## config.mk

```make
export PLATFORM = sky130hd
export DESIGN_NAME = pipe_stage_reg
export DESIGN_NICKNAME = d
export VERILOG_FILES = /design/src/rtl/pipe_pkg.sv /design/src/rtl/pipe_slot.sv /design/src/rtl/pipe_stage_reg.sv
export SDC_FILE = /design/constraint.sdc
export NUM_CORES = 1
export LEC_CHECK = 0
export BUFFER_PORTS_ARGS = -buffer_cell sky130_fd_sc_hd__buf_2
export CELL_PAD_IN_SITES_DETAIL_PLACEMENT = 1
export CELL_PAD_IN_SITES_GLOBAL_PLACEMENT = 1
export CORE_MARGIN = 5
export CORE_UTILIZATION = 33
export CTS_CLUSTER_SIZE = 14
export DETAILED_ROUTE_END_ITERATION = 12
export PLACE_DENSITY_LB_ADDON = 0.1
export RECOVER_POWER = 50
export SETUP_SLACK_MARGIN = 0.02
export SYNTH_ARGS = -nofsm -noshare
export SYNTH_HDL_FRONTEND = slang
export SYNTH_SLANG_ARGS = --single-unit
```

## constraint.sdc

```tcl
create_clock -name clk -period 2 [get_ports clk]
set_input_delay 0.4 -clock clk [delete_from_list [all_inputs] [get_ports clk]]
set_output_delay 0.4 -clock clk [all_outputs]
set_load 0.03 [all_outputs]
```

## src/rtl/pipe_pkg.sv

```systemverilog
// Shared payload layout for the CPU stage registers (EX->MEM, MEM->WB).
// Every stage instance takes its field offsets and write-enable mask from here.
package pipe_pkg;

    localparam int PAYLOAD_W  = 48;

    localparam int REGDST_LSB = 0;
    localparam int REGDST_W   = 2;
    localparam int REGWR_BIT  = 2;
    localparam int DIGIT_LSB  = 3;
    localparam int DIGIT_W    = 2;
    localparam int DATAWR_BIT = 5;
    localparam int IMMRES_BIT = 6;
    localparam int CMP_BIT    = 7;
    localparam int SIGN_BIT   = 8;
    localparam int WEA_LSB    = 9;
    localparam int WEA_W      = 4;
    localparam int DATA_LSB   = 13;

    typedef struct packed {
        logic [PAYLOAD_W-DATA_LSB-1:0] data;
        logic [WEA_W-1:0]              wea;
        logic                          sign;
        logic                          cmp;
        logic                          immres;
        logic                          data_wr;
        logic [DIGIT_W-1:0]            digit;
        logic                          reg_wr;
        logic [REGDST_W-1:0]           reg_dst;
    } payload_t;

    function automatic logic [PAYLOAD_W-1:0] field_mask(input int lsb, input int width);
        logic [PAYLOAD_W-1:0] ones;
        ones = (PAYLOAD_W'(1) << width) - PAYLOAD_W'(1);
        return ones << lsb;
    endfunction

    // Everything that can cause a register-file or memory write.
    localparam logic [PAYLOAD_W-1:0] WE_MASK_DEFAULT =
        field_mask(REGWR_BIT, 1) | field_mask(DATAWR_BIT, 1) | field_mask(WEA_LSB, WEA_W);

endpackage

```

## src/rtl/pipe_slot.sv

```systemverilog
// One holding register of a pipeline stage: valid flag, payload and PC.
// Clear wins over load; clear leaves the stale payload in place.
module pipe_slot
    import pipe_pkg::*;
#(
    parameter int DATA_W = PAYLOAD_W
) (
    input  logic              clk,
    input  logic              rst_n,
    input  logic              load,
    input  logic              clear,
    input  logic [DATA_W-1:0] load_data,
    input  logic [31:0]       load_pc,
    output logic              valid,
    output logic [DATA_W-1:0] data,
    output logic [31:0]       pc
);

    always_ff @(negedge clk or negedge rst_n) begin
        if (!rst_n) begin
            valid <= 1'b0;
            data  <= '0;
            pc    <= '0;
        end else if (clear) begin
            valid <= 1'b0;
        end else if (load) begin
            valid <= 1'b1;
            data  <= load_data;
            pc    <= load_pc;
        end
    end

endmodule

```

## src/rtl/pipe_stage_reg.sv

```systemverilog
// Pipeline stage register with valid/ready handshake, flush, bubble write-masking,
// optional two-entry skid buffer and a saturating stall counter. Updates on falling edges.
//
//   state    | meaning
//   ---------+------------------------------------------
//   ST_EMPTY | no valid entry, outputs are a bubble
//   ST_ONE   | main register M valid, skid S empty
//   ST_FULL  | M and S valid, in_ready low (skid only)
module pipe_stage_reg
    import pipe_pkg::*;
#(
    parameter int                DATA_W  = PAYLOAD_W,
    parameter logic [DATA_W-1:0] WE_MASK = '0,
    parameter bit                SKID    = 1'b1,
    parameter int                CNT_W   = 16
) (
    input  logic              clk,
    input  logic              rst_n,
    input  logic              in_valid,
    output logic              in_ready,
    input  logic [DATA_W-1:0] in_data,
    input  logic [31:0]       in_pc,
    input  logic              flush,
    output logic              out_valid,
    input  logic              out_ready,
    output logic [DATA_W-1:0] out_data,
    output logic [31:0]       out_pc,
    output logic [CNT_W-1:0]  stall_cnt
);

    localparam logic [1:0] ST_EMPTY = 2'd0;
    localparam logic [1:0] ST_ONE   = 2'd1;
    localparam logic [1:0] ST_FULL  = 2'd2;

    logic              m_valid;
    logic              s_valid;
    logic [DATA_W-1:0] m_data;
    logic [DATA_W-1:0] s_data;
    logic [31:0]       m_pc;
    logic [31:0]       s_pc;
    logic              m_load;
    logic              m_clear;
    logic              m_from_s;
    logic              s_load;
    logic              s_clear;
    logic [DATA_W-1:0] m_load_data;
    logic [31:0]       m_load_pc;
    logic [1:0]        state;
    logic              accept;
    logic              consume;

    assign accept  = in_valid & in_ready;
    assign consume = m_valid & out_ready;

    // The slot valid bits are the state; decode them rather than keep a copy.
    assign state = s_valid ? ST_FULL : (m_valid ? ST_ONE : ST_EMPTY);

    always_comb begin
        m_load   = 1'b0;
        m_clear  = 1'b0;
        m_from_s = 1'b0;
        s_load   = 1'b0;
        s_clear  = 1'b0;
        if (flush) begin
            m_clear = 1'b1;
            s_clear = 1'b1;
        end else begin
            case (state)
                ST_EMPTY: m_load = accept;
                ST_ONE: begin
                    if (accept) begin
                        m_load = consume;
                        s_load = ~consume;
                    end else begin
                        m_clear = consume;
                    end
                end
                ST_FULL: begin
                    if (consume) begin
                        m_load   = 1'b1;
                        m_from_s = 1'b1;
                        s_clear  = 1'b1;
                    end
                end
                default: begin
                    m_clear = 1'b1;
                    s_clear = 1'b1;
                end
            endcase
        end
    end

    assign m_load_data = m_from_s ? s_data : in_data;
    assign m_load_pc   = m_from_s ? s_pc   : in_pc;

    pipe_slot #(.DATA_W(DATA_W)) u_main (
        .clk       (clk),
        .rst_n     (rst_n),
        .load      (m_load),
        .clear     (m_clear),
        .load_data (m_load_data),
        .load_pc   (m_load_pc),
        .valid     (m_valid),
        .data      (m_data),
        .pc        (m_pc)
    );

    if (SKID) begin : g_skid
        pipe_slot #(.DATA_W(DATA_W)) u_skid (
            .clk       (clk),
            .rst_n     (rst_n),
            .load      (s_load),
            .clear     (s_clear),
            .load_data (in_data),
            .load_pc   (in_pc),
            .valid     (s_valid),
            .data      (s_data),
            .pc        (s_pc)
        );
        // Registered ready: upstream timing no longer sees out_ready.
        assign in_ready = ~s_valid;
    end else begin : g_single
        assign s_valid  = 1'b0;
        assign s_data   = '0;
        assign s_pc     = '0;
        assign in_ready = ~m_valid | out_ready;
    end

    assign out_valid = m_valid;
    assign out_pc    = m_pc;
    assign out_data  = m_data & ~({DATA_W{~m_valid}} & WE_MASK);

    always_ff @(negedge clk or negedge rst_n) begin
        if (!rst_n) begin
            stall_cnt <= '0;
        end else if (m_valid && !out_ready && (stall_cnt != {CNT_W{1'b1}})) begin
            stall_cnt <= stall_cnt + CNT_W'(1);
        end
    end

endmodule

```

==> results of run 1 <==
==> cells by family after synthesis <==
family	count (synthesis)
DFF	178
muxes	162
and+or+nand+nor	118
AOI/OAI and AO/OA	94
buffers and inverters	39
xor gates and xnor gates	10
adders and majority gates	1
==> power groups by stage <==
stage | clock network, µW | logic (µW) | registers, µW
floorplan | 0 | 1040 | 5630
global placement | 0 | 2660 | 4930
detailed placement | 0 | 2750 | 4990
CTS | 3650 | 3780 | 5040
global route | 3810 | 4670 | 5200
finish | 3570 | 4430 | 5100
==> per-layer routing <==
layer	vias to the layer above	routed length [µm]	part of all wire [%]
li1	2877	-	-
met1	3253	11280	40
met2	136	15160	54
met3	31	1208	4.3
met4	6	344	1.2
met5	-	34	0.12
==> path summary, 6_finish.rpt <==
| check | startpoint | endpoint | slack [ns] | cells past startpoint |
|---|---|---|---|---|
| hold / removal | g_skid.u_skid.pc[26] | g_skid.u_skid.pc[26] | 0.46 | 1 |
| hold reg to reg | g_skid.u_skid.pc[26] | g_skid.u_skid.pc[26] | 0.46 | 1 |
| setup reg to reg | g_skid.u_skid.valid | u_main.pc[27] | 0.01 | 11 |
| max in group asynchronous | rst_n | u_main.data[35] | 0.02 | 2 |
| min in group asynchronous | rst_n | u_main.data[45] | 1.06 | 1 |
| setup / recovery | u_main.data[43] | out_data[43] | -0.42 | 1 |
==> sequential cells by signal (all words and copies together) (netlist names) <==
name                 cells
u_main.data             48
g_skid.u_skid.data      48
stall_cnt               16
g_skid.u_skid.valid      1
g_skid.u_skid.pc        32
u_main.valid             1
u_main.pc               32
==> layout make-up <==
class,count,area [µm²]
clock inverters,15,187.7
clock buffers,17,425.4
fillers,2209,8951
flip-flops and latches,178,4454
well taps,285,356.6
multi-input cells,385,4040
inverters,5,31.28
repair buffers,389,4194
==> per-stage QoR <==
| step | worst slack [ns] | instances |
|---|---|---|
| CTS | -0.4347 | 1227 |
| global placement | -0.7809 | 1101 |
| detailed placement | -0.8001 | 1101 |
| floorplan | -0.5843 | 602 |
| finish | -0.4249 | 1274 |
| global route | -0.4591 | 1274 |
==> cells in the final DEF (no fill, tap or decap), types with 20 or more instances in the layout <==
master,netlist,final
buf_2,22,80
nor2_2,1,31
clkbuf_16,0,21
nor2_4,0,29
buf_6,8,137
nor2_1,85,26
dfrtn_1,178,178
buf_16,0,20
mux2i_1,80,58
buf_12,0,34
mux2_4,1,82
a21oi_2,0,62
buf_4,2,104
==> what timing repair did <==
action	4_1_cts	5_1_grt
cloned	30	4
pin swaps	57	28
gates resized for setup	366	185
endpoints found under the setup margin	272	274
setup buffers	64	65
==> flow_summary.ini, run 1 <==
[worst_setup_path]
cp_max_fo = 2
required_ns = 1.60
worst_ep_arrival_time_ns = 2.02
critical_path_class = reg2out
critPathTopFamily = flip-flops
slowest_delay_ns = 0.47
cp-start-kind = flop
critPathSlowestCell = dfrtn_1
critPathCaptureType = output pin
crit_chain = buf_6
worst-path-buf-inv = 1

[synthesis]
syn-num-nets = 688
synth.largest_area_cell = dfrtn_1
synth_fa_ha_area_share_pct = 0.1651
async_reset_ff_share_pct = 100.0
synthTopCellsByArea = dfrtn_1, mux2_2, mux2i_1, a21oi_1, nor2_1
netlist_area_um2 = 7579
synth-simple-area-share_pct = 7.413
avgSynthCellArea_um2 = 12.59
ys_seq_area_share_pct = 58.77
synth-seq-cells = 178
synth_top_area_share_pct = 58.77
synth_edf_count = 0
yosysWarnings = 0
ys_top_cells_by_count = dfrtn_1, nor2_1, a21oi_1, mux2i_1, mux2_2
synth_cell_types = 38
synth_top_family_by_area = multiplexers
synth_xor_area_share_pct = 1.156
synth_most_common_cell = dfrtn_1
syn_inst = 602
synth_compound_area_share_pct = 6.505
synthMuxAreaShare_pct = 22.80
synth-main-ff-cell = dfrtn_1

[route]
dr.first_iter.drc_count = 204
finalWirelength_mm = 28.02
ant_nets = 0
drtPass1Iterations = 4
wl_per_cell_um = 22.00
num_vias = 6303
avgViaCountPerCell = 4.947
drc_errors = 0

[hold_path]
min_path_type = reg2reg

[clock_tree]
clkSlewWorstSetupHoldPaths_ns = 0.05
clock_latency_ns = 0.41
root_buffer = clkbuf_16
cts.sinks = 178
cts_tree = built
cts_buffers = 17
cts_hold_buffers = 0
cts-htree-levels = 4
clock_path_buffers = 2

[final_layout]
finish.instance_area_um2 = 13690
fin_util_pct = 60.46
drive_gt1_share_pct = 68.05
synthToLayoutAreaGrowth_pct = 80.63
diodes = 0
nNetsFinal = 1062

[sta]
worstMarginPinSlew_ns = 1.092
finalHoldViolCount = 0
rsz0062_at_grt = yes
setup_slack_ns = -0.4249
fin_setup_tns_ns = -94.01
skew_ns = 0.007622
hold_slack_ns = 0.4599
finalMaxSlewViolations = 0
relSlewSlack_pct = 27.21
setup_viol = 272

[job]
max-cap-violations = 0

[pwr]
leakage_uw = 0.006532
power_density_nw_per_um2 = 957.7
ir_drop_mv = 0.5625
p_int_uw = 8787
power_uw = 13110
power_frac_seq_pct = 38.9
clockPowerShare_pct = 27.3
swShare_pct = 32.98
p_comb_share_pct = 33.8
p_sw_uw = 4324

[grt]
grt_start_max_net_pins = 56
grt_use_met1_pct = 23.54
track_usage_pct = 20.34
grt_use_met2_pct = 36.45
grt.overflow.total = 0
grt_first_pass_wirelength_mm = 41.08
grtUsageMet3_pct = 5.588
antenna_found_initial = 3
grt.busiest_layer = met2
grt_pass1_vias = 7225

[floorplan]
dieArea_um2 = 26100
io_pins = 183
core_area_um2 = 22640
initial_core_util_pct = 33.47
chipWidth_um = 161.5
fp-row-count = 55
die_h_um = 161.5

[status]
outcome = complete, but fails checks
violations = setup timing

[placement]
io_buffer_count = 182
placed_area_um2 = 9613
detailed_place_hpwl_mm = 14.92
gp_congestion = 0.7461
Note: power is estimated with default switching activity, not from simulation.
==> run 2, diff against run 1 <==
- ABC_AREA: not set -> 1
- MAX_ROUTING_LAYER: not set -> met4
==> flow_summary.ini, run 2 <==
[floorplan]
chipWidth_um = 164.4
initial_core_util_pct = 33.51
dieArea_um2 = 27030
core_area_um2 = 23470
io_pins = 183
fp-row-count = 56
die_h_um = 164.4

[pwr]
leakage_uw = 0.007643
p_sw_uw = 4875
power_density_nw_per_um2 = 868.0
p_int_uw = 8420
p_comb_share_pct = 35.2
ir_drop_mv = 0.5507
clockPowerShare_pct = 25.7
swShare_pct = 36.67
power_frac_seq_pct = 39.1

[sta]
rsz0062_at_grt = yes
finalMaxSlewViolations = 0
finalHoldViolCount = 0
worstMarginPinSlew_ns = 0.8124
setup_slack_ns = -0.5024
skew_ns = 0.01286
relSlewSlack_pct = 45.84
setup_viol = 273
fin_setup_tns_ns = -91.95

[synthesis]
synth-seq-cells = 178
syn_inst = 950
async_reset_ff_share_pct = 100.0
netlist_area_um2 = 7866
synth-main-ff-cell = dfrtn_1
synth_cell_types = 23
yosysWarnings = 0
synth.largest_area_cell = dfrtn_1
avgSynthCellArea_um2 = 8.280
ys_top_cells_by_count = nand2_1, dfrtn_1, o21ai_0, inv_1, nor2_1
synth_edf_count = 0
synthTopCellsByArea = dfrtn_1, nand2_1, o21ai_0, inv_1, o21ai_1
synth_top_area_share_pct = 56.62
ys_seq_area_share_pct = 56.62
syn-num-nets = 1036
synth_most_common_cell = nand2_1

[grt]
antenna_found_initial = 2
grt_first_pass_wirelength_mm = 51.32
grt.overflow.total = 0
track_usage_pct = 25.62
grt_start_max_net_pins = 28
grt_pass1_vias = 8899

[worst_setup_path]
cp-start-kind = flop
startpoint = u_main.data[14]
required_ns = 1.60
worst_ep_arrival_time_ns = 2.10
crit_cells = 1
critPathTopFamily = flip-flops
slowest_delay_ns = 0.51
critPathCaptureType = output pin
crit_path_end = out_data[14]
r2r_cells = 11
critical_path_class = reg2out
crit_chain = buf_6
cp_max_fo = 2
critPathSlowestCell = dfrtn_1
r2r-start = stall_cnt[14]
r2r_slack_ns = 0.10
worst-path-buf-inv = 1
rr_endpoint = stall_cnt[9]

[final_layout]
regArea_um2 = 4454
drive_gt1_share_pct = 60.79
synthToLayoutAreaGrowth_pct = 94.72
nNetsFinal = 1435
layout_common_cells = dfrtn_1, nand2_1, buf_6
multi_input_area_um2 = 4474
reg_top3 = g_skid.u_skid.data x48, u_main.data x48
final_common_cell = dfrtn_1
fillers = 2458
fin_util_pct = 65.26

[route]
drtPass1Iterations = 4
finalWirelength_mm = 37.36
num_vias = 8414
avgViaCountPerCell = 4.999
ant_nets = 0
wl_per_cell_um = 22.20
dr.first_iter.drc_count = 357
drc_errors = 0

[clock_tree]
clock_path_buffers = 2
cts_buffers = 17
root_buffer = clkbuf_16
cts_tree = built
cts.sinks = 178
clock_latency_ns = 0.42
clkSlewWorstSetupHoldPaths_ns = 0.06
cts-htree-levels = 4

[placement]
detailed_place_hpwl_mm = 15.50
io_buffer_count = 182
gp_congestion = 0.7684

[status]
violations = setup timing
outcome = complete, but fails checks

[job]
max-cap-violations = 0

[hold_path]
min_path_type = reg2reg
run 2: cell types whose count changed in the layout (fill, tap and decap cells not counted), moves of 75 or more:
cell,change
nand2_2,+102
nand2_1,+142
inv_1,+90
o21ai_2,+112
nand2_4,+75
mux2_4,-82
run 2: power by group through the flow:
stage                     clock network [µW]  registers, µW  logic, µW
after global routing                    3620           5270       4940
after detailed placement                   0           4900       2430
final                                   3420           5200       4680
after global placement                     0           4890       2360
after CTS                               3420           5010       3710
after floorplan                            0           5500        855
run 2: worst register-to-register path: stages, from the launching register on:
cell	delay, ns
dfrtn_1	0.45
buf_4	0.13
buf_4	0.11
nand2_1	0.08
nor2_1	0.22
nand2_1	0.14
inv_1	0.10
nand2_1	0.15
nand2_8	0.14
inv_2	0.10
nand2_1	0.10
nand2_2	0.05
run 2: final cells by class:
| cell class | instances | share of cell area [%] |
|---|---|---|
| Multi-Input combinational cell | 622 | 29.21 |
| Timing Repair Buffer | 429 | 32.31 |
| Antenna cell | 2 | 0.03267 |
| Sequential cell | 178 | 29.08 |
| Inverter | 99 | 2.622 |
| Timing Repair inverter | 2 | 0.3921 |
| Tap cell | 319 | 2.606 |
| Clock inverter | 14 | 0.8822 |
| Clock buffer | 18 | 2.867 |
run 2: kinds of logic after synthesis:
logic type | count (synthesis) | share of synthesized area [%]
DFF | 178 | 56.62
xor gates and xnor gates | 8 | 0.8908
AOI/OAI and AO/OA | 224 | 14.25
and+or+nand+nor | 388 | 19.28
adders and majority gates | 1 | 0.1590
buffers and inverters | 151 | 8.796
run 2: how the worst min path moves through the flow:
| stage | from | endpoint | slack [ns] | cells past startpoint |
|---|---|---|---|---|
| after detailed placement | u_main.data[9] | u_main.data[9] | 0.41 | 2 |
| after global placement | u_main.data[9] | u_main.data[9] | 0.42 | 2 |
| after floorplan | g_skid.u_skid.data[20] | g_skid.u_skid.data[20] | 0.41 | 2 |
| after global routing | g_skid.u_skid.data[33] | g_skid.u_skid.data[33] | 0.48 | 2 |
| after CTS | g_skid.u_skid.pc[24] | g_skid.u_skid.pc[24] | 0.42 | 2 |
| final | g_skid.u_skid.data[27] | g_skid.u_skid.data[27] | 0.46 | 2 |
run 2: what timing repair did:
action                     in CTS  in global routing
cloned                         48                  5
pin swaps                      51                 38
buffers inserted               80                 72
resized for setup             616                354
hold buffers                    0                  0
setup endpoints to repair     245                265
run 2: metrics by stage:
stage          hold WS, ns  area, µm²  setup slack [ns]  total power, µW  instances
2_1_floorplan       0.4085       7939           -0.3342             6353        950
3_3_place_gp        0.4184       9538           -0.5792             7248       1463
3_5_place_dp        0.4142       9538           -0.6378             7326       1463
4_1_cts             0.4240      13710           -0.4835            12130       1621
5_1_grt             0.4783      15320           -0.5224            13840       1683
6_report            0.4606      15320           -0.5024            13300       1683
run 2: layer usage:
metal,up-vias,track usage (%),part of all wire [%]
met3,56,4.667,4.2
li1,3830,-,-
met5,-,-,0
met2,213,42.16,53
met4,0,6.843,2.0
met1,4315,32.85,41
